`src/rtl/gcd_core.sv`:
```
// -----------------------------------------------------------------------------
// gcd_core
//
// Iterative greatest-common-divisor engine for unsigned operands using
// Euclid's subtraction method, one subtraction per clock.
//
// A request is accepted on a rising edge where valid_i=1 and the engine is
// idle. The result is published in gcd_o together with a one-cycle valid_o
// strobe. gcd_o then holds that value until the next result or a reset.
//
// Ports
//   clk_i    : clock, all state updates on the rising edge
//   reset_i  : synchronous active-low reset
//   valid_i  : start strobe, honoured only while idle
//   a_i, b_i : unsigned operands, sampled only on the accept edge
//   gcd_o    : result register, holds the last result
//   valid_o  : registered one-cycle result strobe
// -----------------------------------------------------------------------------
module gcd_core #(
    parameter int WIDTH = 8
) (
    input  logic             clk_i,
    input  logic             reset_i,
    input  logic             valid_i,
    input  logic [WIDTH-1:0] a_i,
    input  logic [WIDTH-1:0] b_i,
    output logic [WIDTH-1:0] gcd_o,
    output logic             valid_o
);

    typedef enum logic [0:0] {
        ST_IDLE = 1'b0,
        ST_CALC = 1'b1
    } state_t;

    state_t           state_r;
    logic [WIDTH-1:0] a_r;
    logic [WIDTH-1:0] b_r;

    logic             a_zero_s;
    logic             b_zero_s;
    logic             a_eq_b_s;
    logic             a_gt_b_s;
    logic [WIDTH-1:0] a_minus_b_s;
    logic [WIDTH-1:0] b_minus_a_s;

    // Operand comparisons and both candidate differences for the current step.
    always_comb begin
        a_zero_s    = (a_r == {WIDTH{1'b0}});
        b_zero_s    = (b_r == {WIDTH{1'b0}});
        a_eq_b_s    = (a_r == b_r);
        a_gt_b_s    = (a_r > b_r);
        a_minus_b_s = a_r - b_r;
        b_minus_a_s = b_r - a_r;
    end

    // Control FSM and datapath registers; outputs are registered here too.
    always_ff @(posedge clk_i) begin
        if (!reset_i) begin
            state_r <= ST_IDLE;
            a_r     <= {WIDTH{1'b0}};
            b_r     <= {WIDTH{1'b0}};
            gcd_o   <= {WIDTH{1'b0}};
            valid_o <= 1'b0;
        end else begin
            // The strobe is only raised on a result edge, so it is one cycle wide.
            valid_o <= 1'b0;
            case (state_r)
                ST_IDLE: begin
                    if (valid_i) begin
                        a_r     <= a_i;
                        b_r     <= b_i;
                        state_r <= ST_CALC;
                    end else begin
                        state_r <= ST_IDLE;
                    end
                end
                ST_CALC: begin
                    // Termination checks come first; a zero operand means the
                    // other operand is the answer (and gcd(0,0)=0 falls out).
                    if (b_zero_s) begin
                        gcd_o   <= a_r;
                        valid_o <= 1'b1;
                        state_r <= ST_IDLE;
                    end else if (a_zero_s) begin
                        gcd_o   <= b_r;
                        valid_o <= 1'b1;
                        state_r <= ST_IDLE;
                    end else if (a_eq_b_s) begin
                        gcd_o   <= a_r;
                        valid_o <= 1'b1;
                        state_r <= ST_IDLE;
                    end else if (a_gt_b_s) begin
                        // Larger minus smaller, so no underflow.
                        a_r <= a_minus_b_s;
                    end else begin
                        b_r <= b_minus_a_s;
                    end
                end
                default: begin
                    state_r <= ST_IDLE;
                end
            endcase
        end
    end

endmodule

```
`config.mk`:
```
export PLATFORM = sky130hd
export DESIGN_NAME = gcd_core
export DESIGN_NICKNAME = d
export VERILOG_FILES = /design/src/rtl/gcd_core.sv
export SDC_FILE = /design/constraint.sdc
export NUM_CORES = 1
export LEC_CHECK = 0
export CAP_MARGIN = 40
export CORE_MARGIN = 10
export CORE_UTILIZATION = 49
export DETAILED_ROUTE_END_ITERATION = 12
export PLACE_DENSITY_LB_ADDON = 0.3
export SLEW_MARGIN = 20
export SYNTH_ARGS = -nofsm -noshare
export SYNTH_HDL_FRONTEND = slang
export SYNTH_SLANG_ARGS = --single-unit
```
`constraint.sdc`:
```
create_clock -name clk_i -period 2.2 [get_ports clk_i]
set_input_delay 0.44 -clock clk_i [delete_from_list [all_inputs] [get_ports clk_i]]
set_output_delay 0.44 -clock clk_i [all_outputs]
set_load 0.05 [all_outputs]
```
# After elaboration in Yosys (flattened, before gate mapping)
# Index checks and enable logic that the tools add are counted.
[totals]
ff_bits = 26
input_bits = 19
output_inout_bits = 9
elab_cells = 46
[classes]
eq_ne = 7
mux = 23
add_sub_neg = 2
n_bitwise = 1
n_lt_le_gt_ge = 1
reduce_logical = 7
[op_table]
columns = ["op", "n"]
rows = [
  ["$mux 8", 13],
  ["$pmux 8 s2", 2],
  ["$logic_not 8->1", 2],
  ["$sub 8x8->8", 2],
  ["$ne 2x2->1 const B", 5],
  ["$reduce_and 5->1", 2],
  ["$eq 8x8->1", 1],
  ["$gt 8x8->1", 1],
  ["$mux 1", 7],
  ["$reduce_and 2->1", 2],
  ["$reduce_bool 3->1", 1],
  ["$ne 2x1->1 const B", 1],
  ["$pmux 1 s2", 1],
  ["$not 1->1", 1],
]

# Longest topological paths before layout
[logic_depth]
depth_word = 6
depth_mapped = 10
depth_no_buf = 9

# Worst setup path after synthesis
# No wires, ideal clock.
[synth_path]
path_kind = "reg2reg"
from = "register a_r[0]"
to = "register a_r[1]"
path_stages_with_launch = 11
t_arrival_ns = 2.172
setup_ns = 0.131
setup_slack_ns = -0.103
synth_period_minus_slack_ns = 2.303
required_time_ns = 2.069
n_path_buf = 1
cell_sequence = "dfxtp_1 -> inv_1 -> ha_1 -> fa_1 -> nand2b_1 -> a211oi_1 -> nor3_2 -> o31ai_4 -> buf_6 -> mux2i_1 -> nor2_1"
[synth_between]
elab_chain_len = 6
elab_cells_between_ends = 13
classes_between = "1 x add/sub; 1 x order compare; 4 x eq/ne; 5 x mux; 2 x reduce/logical"
[synth_lines]
columns = ["item", "line", "source"]
rows = [
  ["start: declaration", "37", "logic [WIDTH-1:0] a_r;"],
  ["start signal: assignment", "61", "a_r <= {WIDTH{1'b0}};"],
  ["start signal: assignment", "71", "a_r <= a_i;"],
  ["start signal: assignment", "95", "a_r <= a_minus_b_s;"],
  ["$sub 8x8->8", "53", "a_minus_b_s = a_r - b_r;"],
  ["$mux 8", "93", "end else if (a_gt_b_s) begin"],
  ["$mux 8", "89", "end else if (a_eq_b_s) begin"],
  ["$mux 8", "85", "end else if (a_zero_s) begin"],
  ["$mux 8", "81", "if (b_zero_s) begin"],
  ["$pmux 8 s2", "68", "case (state_r)"],
]
# Parallel ways exist; a longest one is shown, timed or not. The select of a mux whose other input is x is not followed.
# A chain may end at the register's enable or synchronous reset.

# Worst setup path in the final report
[layout_path]
from = "register b_r[0]"
to = "register b_r[6]"
[layout_between]
elab_chain_len = 6
elab_cells_between_ends = 13
classes_between = "1 x add/sub; 1 x order compare; 4 x eq/ne; 5 x mux; 2 x reduce/logical"
[layout_lines]
columns = ["item", "line", "source"]
rows = [
  ["start: declaration", "38", "logic [WIDTH-1:0] b_r;"],
  ["start signal: assignment", "62", "b_r <= {WIDTH{1'b0}};"],
  ["start signal: assignment", "72", "b_r <= b_i;"],
  ["start signal: assignment", "97", "b_r <= b_minus_a_s;"],
  ["$sub 8x8->8", "54", "b_minus_a_s = b_r - a_r;"],
  ["$mux 8", "93", ""],
  ["$mux 8", "89", ""],
  ["$mux 8", "85", ""],
  ["$mux 8", "81", ""],
  ["$pmux 8 s2", "68", ""],
]
# Parallel ways exist; a longest one is shown, timed or not. The select of a mux whose other input is x is not followed.

==> metrics.log <==
INFO  metric crit_end = b_r[6]
INFO  metric crit_path_top_delay_cell = sky130_fd_sc_hd__fa_1
INFO  metric critPathMostFrequentCell = sky130_fd_sc_hd__o31a_1
INFO  metric power.net_switching = 2.06 mW
INFO  metric rsz0062_at_grt = true
INFO  metric maxSlewHeadroom = 66.7%
INFO  metric hpwlAfterDp = 3.91 mm
INFO  metric dieHeight = between 80 and 90 microns
INFO  metric yosysWarnings = 0
INFO  metric maxCapViolations = 0
INFO  metric grt_pass1_wl = 8.31 mm
INFO  metric yosysSeqAreaShare = 27.9%
INFO  metric final_period_minus_worst_setup_slack = approximately 2.1 ns
INFO  metric syn_area = 1870 sq um
INFO  metric ant_nets = 0
INFO  metric cp_num_cells = 9
INFO  metric clk-insertion-delay-late = between 0.2 and 0.3 ns
INFO  metric power_consumption = 4.45 mW
INFO  metric cts.hold.buffers_added = 0
INFO  metric finish.utilization = between 70% and 80%
INFO  metric cts_max_level = 1
INFO  metric top_routing_layer_in_use = met4
INFO  metric worst_setup_hold_path_clk_slew = 0.09 ns
INFO  metric num-fill-cells = roughly 280
INFO  metric gr-total-overflow = 0
INFO  metric cts_tree = built
INFO  metric port_buffers = 27
INFO  metric critical_path_arrival = 2.35 ns
INFO  metric critical_path.reg2reg.endpoint = b_r[6]
INFO  metric power.leakage = between 1 and 1.5 nW
INFO  metric via_per_inst = 5.66
INFO  metric flow.area_growth_from_synthesis = 39.9%
INFO  metric max_clock_freq = 466 MHz
INFO  metric start_util = 51.0%
INFO  metric reg2reg_from = b_r[0]
INFO  metric flop_and_latch_count_out_of_synthesis = 26
INFO  metric reg2reg_depth = 9
INFO  metric clock_tree.buffer_depth = 2
INFO  metric postSynthNetCount = between 200 and 300
INFO  metric area.sequential = 531 sq um
INFO  metric mostFrequentLayoutCells = sky130_fd_sc_hd__buf_4 (35), sky130_fd_sc_hd__clkdlybuf4s50_1 (27), sky130_fd_sc_hd__nor2_1 (23)
INFO  metric core_region_area = 3660 sq um
INFO  metric dpl-instance-area = 2380 sq um
INFO  metric detail_route.iter0.violations = 119
INFO  metric cp_data_required_time = 2.41 ns
INFO  metric final_layout_size_suffix_gt1_share = 27.1%
INFO  metric timing.critical_path.from = b_r[0]
INFO  metric power.share.sequential = 16.3%
INFO  metric first_global_vias = 1772
INFO  metric power.clock.fraction = 9.2%
INFO  metric rows = 22
INFO  metric numClockSinks = 26
INFO  metric tightest_slew = 0.498 ns
INFO  metric holdWs = 0.456 ns
INFO  metric max_stage_delay = 0.43 ns
INFO  metric fin_nets = 321
INFO  metric run_status = finished, final reports clean
INFO  metric cell_internal_pwr = 2.39 mW
INFO  metric maximum_number_of_pins_on_one_net_before_global_route_repair = 19
INFO  metric vias = 1878
INFO  metric final_worst_setup_slack = 0.0539 ns
INFO  metric detail_route.first_pass.iterations = 4
INFO  metric antenna_found_initial = 0
INFO  metric crit_chain = buf_4 -> inv_1 -> ha_1 -> fa_1 -> nor2b_2 -> o31a_1 -> o21ai_0 -> o31a_1 -> a31oi_1
INFO  metric power_switching_share = 46.3%
INFO  metric proportion_of_power_drawn_by_combinational_gates = 74.4%
INFO  metric setup_violations = 0
INFO  metric post-route-period-util = between 90% and 100%
INFO  metric multi_input_comb_area = 1330 sq um
INFO  metric timing.setup.tns = 0 ns
INFO  metric average_footprint_of_a_synthesized_cell = 8.19 sq um
INFO  metric die_area = 6680 sq um
INFO  metric dr_wl_met3 = 441 microns
INFO  metric finalNonFillerCells = 332
INFO  metric floorplan.io_pins = 28
INFO  metric critPathBufInv = 2
INFO  metric final_instance_area = 2610 sq um
INFO  metric drc = 0
INFO  metric cpLargestDelayFamily = compound AO/OA/AOI/OAI gates
INFO  metric grt_usage = 15.6%
INFO  metric routedWlPerCell = 16.7 microns
INFO  metric timing.critical_path.to_type = flip-flop
INFO  metric synthesis.instances = about 230
INFO  metric ys_types = 42
INFO  metric preCtsSetupSlack = -0.0254 ns
INFO  metric dpl.cell_count = about 320
INFO  metric floorplan.die.width = 81.7 microns
INFO  metric vdd.ir_drop.worst = ~1100 uV
INFO  metric synth_flop_cell = sky130_fd_sc_hd__dfxtp_1
INFO  metric commonest_non_fill_non_tap_cell_in_the_layout = sky130_fd_sc_hd__buf_4
INFO  metric clk_root_buffer_cell = sky130_fd_sc_hd__clkbuf_8
INFO  metric met1_length = roughly 2.3 mm
INFO  metric timing.critical_path.fanout_max = 4
INFO  metric place_congestion = 0.881
INFO  metric antenna_cells = 0
INFO  metric hold_class = reg2reg
INFO  metric detail_route.wirelength = 5.54 mm
INFO  metric pwr_density_cell = 1700 nW/um^2
INFO  metric worst_path_class_setup = reg2reg
INFO  metric start_kind = flip-flop
INFO  metric regToRegSetupSlack = 0.05 ns
INFO  metric cts-buffers-inserted = 3
INFO  metric timing.final.hold_violations = 0
INFO  metric fin_skew = 0.00519 ns
INFO  metric routed_length_on_met2 = 2.63 mm
INFO  metric final_count_of_pins_violating_max_slew = 0
INFO  metric synth_async_sr_flop_share = 0%
INFO  metric synth-edff-count = 0
==> final cells by class <==
class | count | area share [%]
clock buffers | 3 | 1.58
clock inverters | 1 | 1.15
inverters | 20 | 2.87
multi-input cells | 171 | 51.0
flip-flops and latches | 26 | 20.3
well taps | 48 | 2.30
repair buffers | 63 | 20.8
==> synthesized netlist by cell type (2+ instances only) <==
master | count | area [sq um]
sky130_fd_sc_hd__o21a_1 | 3 | 22.5
sky130_fd_sc_hd__or4_4 | 2 | 22.5
sky130_fd_sc_hd__nand3_1 | 6 | 30.0
sky130_fd_sc_hd__or4_1 | 3 | 22.5
sky130_fd_sc_hd__buf_2 | 6 | 30.0
sky130_fd_sc_hd__dfxtp_1 | 26 | 521
sky130_fd_sc_hd__inv_1 | 19 | 71.3
sky130_fd_sc_hd__nand2_1 | 22 | 82.6
sky130_fd_sc_hd__nand2b_1 | 3 | 18.8
sky130_fd_sc_hd__nand4_1 | 3 | 18.8
sky130_fd_sc_hd__fa_1 | 2 | 40.0
sky130_fd_sc_hd__ha_1 | 15 | 188
sky130_fd_sc_hd__nor3_2 | 2 | 20.0
sky130_fd_sc_hd__buf_6 | 2 | 22.5
sky130_fd_sc_hd__xnor2_1 | 6 | 52.6
sky130_fd_sc_hd__clkbuf_1 | 3 | 11.3
sky130_fd_sc_hd__xor2_1 | 3 | 26.3
sky130_fd_sc_hd__o31a_1 | 3 | 26.3
sky130_fd_sc_hd__a211oi_2 | 3 | 37.5
sky130_fd_sc_hd__o221ai_1 | 2 | 17.5
sky130_fd_sc_hd__nor2b_1 | 3 | 18.8
sky130_fd_sc_hd__o21ai_0 | 15 | 75.1
sky130_fd_sc_hd__nor2_1 | 24 | 90.1
sky130_fd_sc_hd__a21oi_1 | 21 | 105
sky130_fd_sc_hd__a211oi_1 | 6 | 45.0
sky130_fd_sc_hd__mux2i_1 | 8 | 80.1
sky130_fd_sc_hd__a31oi_1 | 2 | 12.5
==> power groups by stage <==
stage	clock network, mW	registers, mW	logic (mW)
2_1_floorplan	0	0.835	1.88
3_3_place_gp	0	0.708	2.82
3_5_place_dp	0	0.714	2.86
4_1_cts	0.418	0.707	2.94
5_1_grt	0.434	0.746	3.57
6_report	0.410	0.728	3.32
==> what timing repair did <==
action                     CTS  global route
setup endpoints to repair    5            15
gates cloned                 0             1
gates resized for setup      6            15
buffers inserted             1             3
pin swaps                    7             8
==> how the worst min path moves through the flow <==
stage,slack [ns],startpoint,endpoint,cells past startpoint
after CTS,0.46,gcd_o[0],gcd_o[0],2
final,0.46,gcd_o[0],gcd_o[0],2
after global routing,0.48,gcd_o[3],gcd_o[3],2
after detailed placement,0.44,gcd_o[0],gcd_o[0],2
after global placement,0.43,gcd_o[0],gcd_o[0],2
after floorplan,0.50,a_r[0],a_r[0],2
==> registers in the layout, indices dropped and copies added, names as in the netlist <==
signal and flops:
valid_o 1, gcd_o 8, b_r 8, a_r 8, state_r 1
==> cell families after synthesis <==
logic type | count (synthesis) | share of synthesized area [%]
simple gates | 73 | 20.5
mux | 8 | 4.29
fa+ha+maj | 17 | 12.2
xor+xnor | 9 | 4.22
flops | 26 | 27.9
compound gates | 63 | 23.3
buf+inv | 32 | 7.64
==> per-layer routing <==
layer	global-route usage, %	up-vias
li1	-	907
met1	19.1	864
met2	26.0	94
met3	3.38	13
met4	5.95	0
met5	0	-
==> worst register-to-register path: stages (launching register included) <==
cell and delay, ns:
sky130_fd_sc_hd__dfxtp_2 0.36, sky130_fd_sc_hd__buf_4 0.12, sky130_fd_sc_hd__inv_1 0.04, sky130_fd_sc_hd__ha_1 0.21, sky130_fd_sc_hd__fa_1 0.43, sky130_fd_sc_hd__nor2b_2 0.19, sky130_fd_sc_hd__o31a_1 0.18, sky130_fd_sc_hd__o21ai_0 0.13
sky130_fd_sc_hd__o31a_1 0.27, sky130_fd_sc_hd__a31oi_1 0.15
Note: power is estimated with default switching activity, not from simulation.
